`src/rtl/speed_pkg.sv`:
```
// Shared speed-selection types and speed-code constants, also used by the
// display decoder and motor stage.
package speed_pkg;

  typedef enum logic [1:0] {
    STOP    = 2'd0,
    SLOW    = 2'd1,
    FAST    = 2'd2,
    BLOCKED = 2'd3
  } speed_state_e;

  localparam logic [1:0] SPD_STOP = 2'b00;
  localparam logic [1:0] SPD_SLOW = 2'b01;
  localparam logic [1:0] SPD_FAST = 2'b10;

  // BLOCKED shows as a stopped dog, so code 2'b11 can never appear.
  function automatic logic [1:0] speed_code(input speed_state_e s);
    case (s)
      SLOW:    return SPD_SLOW;
      FAST:    return SPD_FAST;
      default: return SPD_STOP;
    endcase
  endfunction

endpackage

```
`src/rtl/speed_sel_fsm_if.sv`:
```
// Board-side signal bundle of the speed selector: raw buttons/sensor in,
// speed code and status flags out.
interface speed_sel_fsm_if;

  logic btn_up;
  logic btn_down;
  logic obstacle;
  logic A;
  logic B;
  logic moving;
  logic blocked;

  modport master (
    output btn_up, btn_down, obstacle,
    input  A, B, moving, blocked
  );

  modport slave (
    input  btn_up, btn_down, obstacle,
    output A, B, moving, blocked
  );

endinterface

```
`src/rtl/speed_sel_fsm_debounce_pulse.sv`:
```
// One pushbutton: 2-flop synchroniser, consecutive-cycle debounce and a
// one-cycle pulse on each accepted press (rising edge of the stable level).
module debounce_pulse #(
  parameter int DEB_CYCLES = 50000,
  parameter int CNT_W      = 25
) (
  input  logic clk,
  input  logic reset,
  input  logic raw,
  output logic pulse
);

  localparam logic [CNT_W-1:0] DEB_LAST = CNT_W'(DEB_CYCLES - 1);

  logic             sync1;
  logic             sync2;
  logic             stable;
  logic             stable_d;
  logic [CNT_W-1:0] cnt;

  // NOTE: non-blocking assignments make every flop here sample pre-edge
  // values, which is what gives the synchroniser its two-stage depth.
  always_ff @(posedge clk) begin
    if (reset) begin
      sync1    <= 1'b0;
      sync2    <= 1'b0;
      stable   <= 1'b0;
      stable_d <= 1'b0;
      cnt      <= '0;
    end else begin
      sync1    <= raw;
      sync2    <= sync1;
      stable_d <= stable;
      if (sync2 == stable) begin
        cnt <= '0;
      end else if (cnt == DEB_LAST) begin
        stable <= sync2;
        cnt    <= '0;
      end else begin
        cnt <= cnt + CNT_W'(1);
      end
    end
  end

  // Releases (falling edges of the stable level) produce nothing.
  assign pulse = stable & ~stable_d;

endmodule

```
`src/rtl/speed_sel_fsm.sv`:
```
// Speed-selection controller: turns debounced faster/slower presses and the
// obstacle sensor into the registered 2-bit speed code {A,B}.
module speed_sel_fsm
  import speed_pkg::*;
#(
  parameter int DEB_CYCLES  = 50000,
  parameter int HOLD_CYCLES = 25000000,
  parameter int CNT_W       = 25
) (
  input  logic            clk,
  input  logic            reset,
  speed_sel_fsm_if.slave  bus
);

  localparam logic [CNT_W-1:0] HOLD_LAST = CNT_W'(HOLD_CYCLES - 1);

  logic             up_pulse;
  logic             down_pulse;
  logic             obs_sync1;
  logic             obs_sync;
  logic [CNT_W-1:0] hold_cnt;
  logic             hold_done;
  speed_state_e     state;
  speed_state_e     next_state;

  debounce_pulse #(.DEB_CYCLES(DEB_CYCLES), .CNT_W(CNT_W)) u_deb_up (
    .clk   (clk),
    .reset (reset),
    .raw   (bus.btn_up),
    .pulse (up_pulse)
  );

  debounce_pulse #(.DEB_CYCLES(DEB_CYCLES), .CNT_W(CNT_W)) u_deb_down (
    .clk   (clk),
    .reset (reset),
    .raw   (bus.btn_down),
    .pulse (down_pulse)
  );

  // Obstacle is synchronised only: a single clean sample must stop the dog.
  always_ff @(posedge clk) begin
    if (reset) begin
      obs_sync1 <= 1'b0;
      obs_sync  <= 1'b0;
    end else begin
      obs_sync1 <= bus.obstacle;
      obs_sync  <= obs_sync1;
    end
  end

  assign hold_done = (state == BLOCKED) && !obs_sync && (hold_cnt == HOLD_LAST);

  // Hold counter lives only in BLOCKED and restarts on any obstacle sample.
  always_ff @(posedge clk) begin
    if (reset || (state != BLOCKED) || obs_sync || hold_done) begin
      hold_cnt <= '0;
    end else begin
      hold_cnt <= hold_cnt + CNT_W'(1);
    end
  end

  always_ff @(posedge clk) begin
    if (reset) state <= STOP;
    else       state <= next_state;
  end

  // NOTE: next_state gets its default before any branch, so every path
  // assigns it and no latch is inferred.
  always_comb begin
    next_state = state;
    if (obs_sync) begin
      next_state = BLOCKED;
    end else if (state == BLOCKED) begin
      if (hold_done) next_state = STOP;
    end else if (up_pulse ^ down_pulse) begin
      if (up_pulse) begin
        case (state)
          STOP:    next_state = SLOW;
          SLOW:    next_state = FAST;
          default: next_state = state;
        endcase
      end else begin
        case (state)
          FAST:    next_state = SLOW;
          SLOW:    next_state = STOP;
          default: next_state = state;
        endcase
      end
    end
  end

  always_comb begin
    {bus.A, bus.B} = speed_code(state);
    bus.moving     = (state == SLOW) || (state == FAST);
    bus.blocked    = (state == BLOCKED);
  end

endmodule

```
`src/flat_wrapper.sv`:
```
// flat-port wrapper written by rule: the top's interface ports become plain ports
module speed_sel_fsm_flat import speed_pkg::*;
#(
  parameter int DEB_CYCLES  = 50000,
  parameter int HOLD_CYCLES = 25000000,
  parameter int CNT_W       = 25
)
  (clk, reset, bus_btn_up, bus_btn_down, bus_obstacle, bus_A, bus_B, bus_moving, bus_blocked);
  speed_sel_fsm_if bus_i ();
  input  logic clk;
  input  logic reset;
  input wire logic [$bits(bus_i.btn_up)-1:0] bus_btn_up;
  input wire logic [$bits(bus_i.btn_down)-1:0] bus_btn_down;
  input wire logic [$bits(bus_i.obstacle)-1:0] bus_obstacle;
  output wire logic [$bits(bus_i.A)-1:0] bus_A;
  output wire logic [$bits(bus_i.B)-1:0] bus_B;
  output wire logic [$bits(bus_i.moving)-1:0] bus_moving;
  output wire logic [$bits(bus_i.blocked)-1:0] bus_blocked;
  assign bus_i.btn_up = bus_btn_up;
  assign bus_i.btn_down = bus_btn_down;
  assign bus_i.obstacle = bus_obstacle;
  assign bus_A = bus_i.A;
  assign bus_B = bus_i.B;
  assign bus_moving = bus_i.moving;
  assign bus_blocked = bus_i.blocked;
  speed_sel_fsm #(.DEB_CYCLES(DEB_CYCLES), .HOLD_CYCLES(HOLD_CYCLES), .CNT_W(CNT_W)) u_core (.clk(clk), .reset(reset), .bus(bus_i));
endmodule
```
`config.mk`:
```
export PLATFORM = sky130hd
export DESIGN_NAME = speed_sel_fsm_flat
export DESIGN_NICKNAME = d
export VERILOG_FILES = /design/src/rtl/speed_pkg.sv /design/src/rtl/speed_sel_fsm_if.sv /design/src/rtl/speed_sel_fsm_debounce_pulse.sv /design/src/rtl/speed_sel_fsm.sv /design/src/flat_wrapper.sv
export SDC_FILE = /design/constraint.sdc
export NUM_CORES = 1
export LEC_CHECK = 0
export ABC_AREA = 1
export ABC_CLOCK_PERIOD_IN_PS = 2800
export CORE_AREA = 3 3 101 103
export CTS_BUF_LIST = sky130_fd_sc_hd__clkbuf_8
export DETAILED_ROUTE_END_ITERATION = 12
export DIE_AREA = 0 0 104 106
export PLACE_DENSITY = 0.76
export SLEW_MARGIN = 20
export SYNTH_ARGS = -nofsm -noshare
export SYNTH_HDL_FRONTEND = slang
export SYNTH_HIERARCHICAL = 1
export SYNTH_SLANG_ARGS = --single-unit
```
`constraint.sdc`:
```
create_clock -name clk -period 2.8 [get_ports clk]
set_input_delay 0.84 -clock clk [delete_from_list [all_inputs] [get_ports clk]]
set_output_delay 0.84 -clock clk [all_outputs]
set_load 0.005 [all_outputs]
```
==> results.sh <==
export IMPL_drt_wl_total_mm=9.03
export IMPL_holdPathStages=2
export IMPL_yosysTopAreaCell="dfxtp_1"
export IMPL_finalMaxSlewViolations=0
export IMPL_status="finished, final reports clean"
export IMPL_syn2layout_area_growth_pct=8.73
export IMPL_setup_tns_ns=0
export IMPL_fmax_ghz=0.396
export IMPL_p_total_mw=2.34
export IMPL_wl_per_cell_um=10.9
export IMPL_antenna_found_initial=0
export IMPL_cts_setup_buffers=0
export IMPL_synth_compound_area_frac=0.0578
export IMPL_cts_buffer_depth=2
export IMPL_hp_class="flip-flop to flip-flop"
export IMPL_r2r_cells=8
export IMPL_fin_crit_ns=2.52
export IMPL_num_rows=35
export IMPL_grt_max_degree=26
export IMPL_drt_iter0_markers=227
export IMPL_critPathLaunchType="flip-flop"
export IMPL_drive_above_1_share=0.0839
export IMPL_synth_simple_area_share=0.407
export IMPL_cts_root_buf="clkbuf_8"
export IMPL_critPathRequiredTime_ns=1.96
export IMPL_synth_xor_area_share=0.0549
export IMPL_p_per_area_nw_per_um2=466
export IMPL_grt_pass1_wl_mm=16.3
export IMPL_initial_core_util=0.499
export IMPL_synth_cell_types=30
export IMPL_finalInstanceArea_um2=5030
export IMPL_yosys_top_cells_area="dfxtp_1 (38%), nand2_1 (14%), nor2_1 (13%)"
export IMPL_fin_crit_sh=0.902
export IMPL_dieArea_um2=11000
export IMPL_clock_latency_ns=0.35
export IMPL_cts_sinks=87
export IMPL_skew_ns=0.0135
export IMPL_coreArea_um2=9280
export IMPL_worst_pin_slew_ns=0.367
export IMPL_end_kind="primary output"
export IMPL_synth_ff_latch_count=87
export IMPL_p_leak_nw=1.59
export IMPL_gp_congestion=0.961
export IMPL_synth_top_area_frac=0.376
export IMPL_syn_area_per_cell_um2=6.76
export IMPL_synth_seq_area_share=0.376
export IMPL_grt_pass1_vias=3893
export IMPL_synth_cell_area_um2=4630
export IMPL_die_y_um=106
export IMPL_postRouteAntennaNets=0
export IMPL_maxCapViolCount=0
export IMPL_post_route_drc_count=0
export IMPL_synth_cells=685
export IMPL_finalHoldViolCount=0
export IMPL_multi_input_area_um2=2520
export IMPL_ir_drop_mv=0.253
export IMPL_gr_total_overflow=0
export IMPL_viasPerCell=4.88
export IMPL_syn_nets=699
export IMPL_setup_viol=0
export IMPL_dr_total_vias=4064
export IMPL_tritoncts="built"
export IMPL_htree_levels=3
export IMPL_hold_buffers=0
export IMPL_nNetsFinal=712
export IMPL_cp_data_arrival_time_ns=1.68
export IMPL_register_area_um2=1740
export IMPL_cts_clk_slew_worst_paths_ns=0.09
export IMPL_fillCellCount=920
export IMPL_diodes=0
export IMPL_criticalPathCategory="flip-flop to primary output"
export IMPL_cp_max_fo=5
export IMPL_slew_headroom=0.754
export IMPL_ios=9
export IMPL_first_pass_iters=5
export IMPL_yosysWarnings=6
export IMPL_die_w_um=104
export IMPL_place_area_um2=4790
export IMPL_hpwl_mm=6.68
export IMPL_numCtsBuffers=9
export IMPL_synthMuxAreaShare=0
export IMPL_yosys_area_share_adder=0.0243
export IMPL_rsz0062_at_grt="no"
export IMPL_cts_resized=0
export IMPL_grt_usage=0.174
export IMPL_io_buffers=8
export IMPL_synth_top_family_by_area="simple AND/OR/NAND/NOR gates"
## metal layers
layer / global-route usage / share of wire / up-vias
met3: 0.0340 / 0.055 / 10
met2: 0.297 / 0.48 / 91
met5: 0 / 0 / -
li1: - / - / 2149
met1: 0.222 / 0.45 / 1814
met4: 0.0570 / 0.013 / 0
## registers in the layout, indices dropped and copies added (netlist names)
register / flops
u_core/u_deb_down/stable: 1
u_core/u_deb_up/sync2: 1
u_core/u_deb_up/stable_d: 1
u_core/obs_sync: 1
u_core/obs_sync1: 1
u_core/u_deb_up/stable: 1
u_core/state: 2
u_core/u_deb_down/stable_d: 1
u_core/u_deb_up/cnt: 25
u_core/u_deb_down/sync1: 1
u_core/u_deb_down/cnt: 25
u_core/u_deb_down/sync2: 1
u_core/u_deb_up/sync1: 1
u_core/hold_cnt: 25
## critical path: stages (launching register included)
cell             delay, ns
dfxtp_1               0.42
inv_1                 0.12
ha_1                  0.30
clkdlybuf4s50_1       0.50
## path summary, 6_finish.rpt
path                                             endpoint                      from  slack (ns)
worst max register to register  u_core/u_deb_down/cnt[22]  u_core/u_deb_down/cnt[0]        1.18
worst min-delay path                      u_core/obs_sync          u_core/obs_sync1        0.39
worst max-delay path                           bus_moving           u_core/state[0]        0.28
worst min register to register            u_core/obs_sync          u_core/obs_sync1        0.39
## cell families after synthesis
kind of cell    count (synthesis)
flops                          87
simple gates                  429
compound gates                 49
buf+inv                        82
fa+ha+maj                       9
xor+xnor                       29
## cells in the final DEF (no fill, tap or decap), drive strengths merged, types with 10 or more instances in the layout
| cell | instances |
|---|---|
| nand2 | 184 |
| nand3 | 44 |
| dfxtp | 87 |
| nor3 | 11 |
| xnor2 | 10 |
| nor2 | 171 |
| inv | 78 |
| clkbuf | 10 |
| xor2 | 19 |
| a21oi | 37 |
## power by group
group,internal (mW),switching (mW)
Sequential,1.24,0.00487
Clock,0.616,0.435
Combinational,0.0205,0.0251
## layout make-up
type,count,share of cell area
repair buffers,8,0.0159
clock buffers,10,0.0273
flip-flops and latches,87,0.346
clock inverters,6,0.0214
inverters,76,0.0567
multi-input cells,516,0.501
well taps,129,0.0321
## synthesized netlist by cell type, drive strengths merged
cell type / count
a21oi: 37
buf: 6
dfxtp: 87
ha: 9
inv: 76
nand2: 184
nand3: 44
nand3b: 6
nand4: 5
nor2: 171
nor3: 11
nor3b: 1
o21ai: 9
o21bai: 3
or2: 7
xnor2: 10
xor2: 19
## per-stage QoR
stage	instances	hold slack (ns)	worst slack, ns	util
after floorplan	685	0.388	1.20	-
after global placement	816	0.389	0.473	0.516
after detailed placement	816	0.400	0.400	0.516
after CTS	832	0.399	0.240	0.542
after global routing	832	0.432	0.173	0.542
final	832	0.394	0.275	0.542
Power figures use the tool's default switching activity.
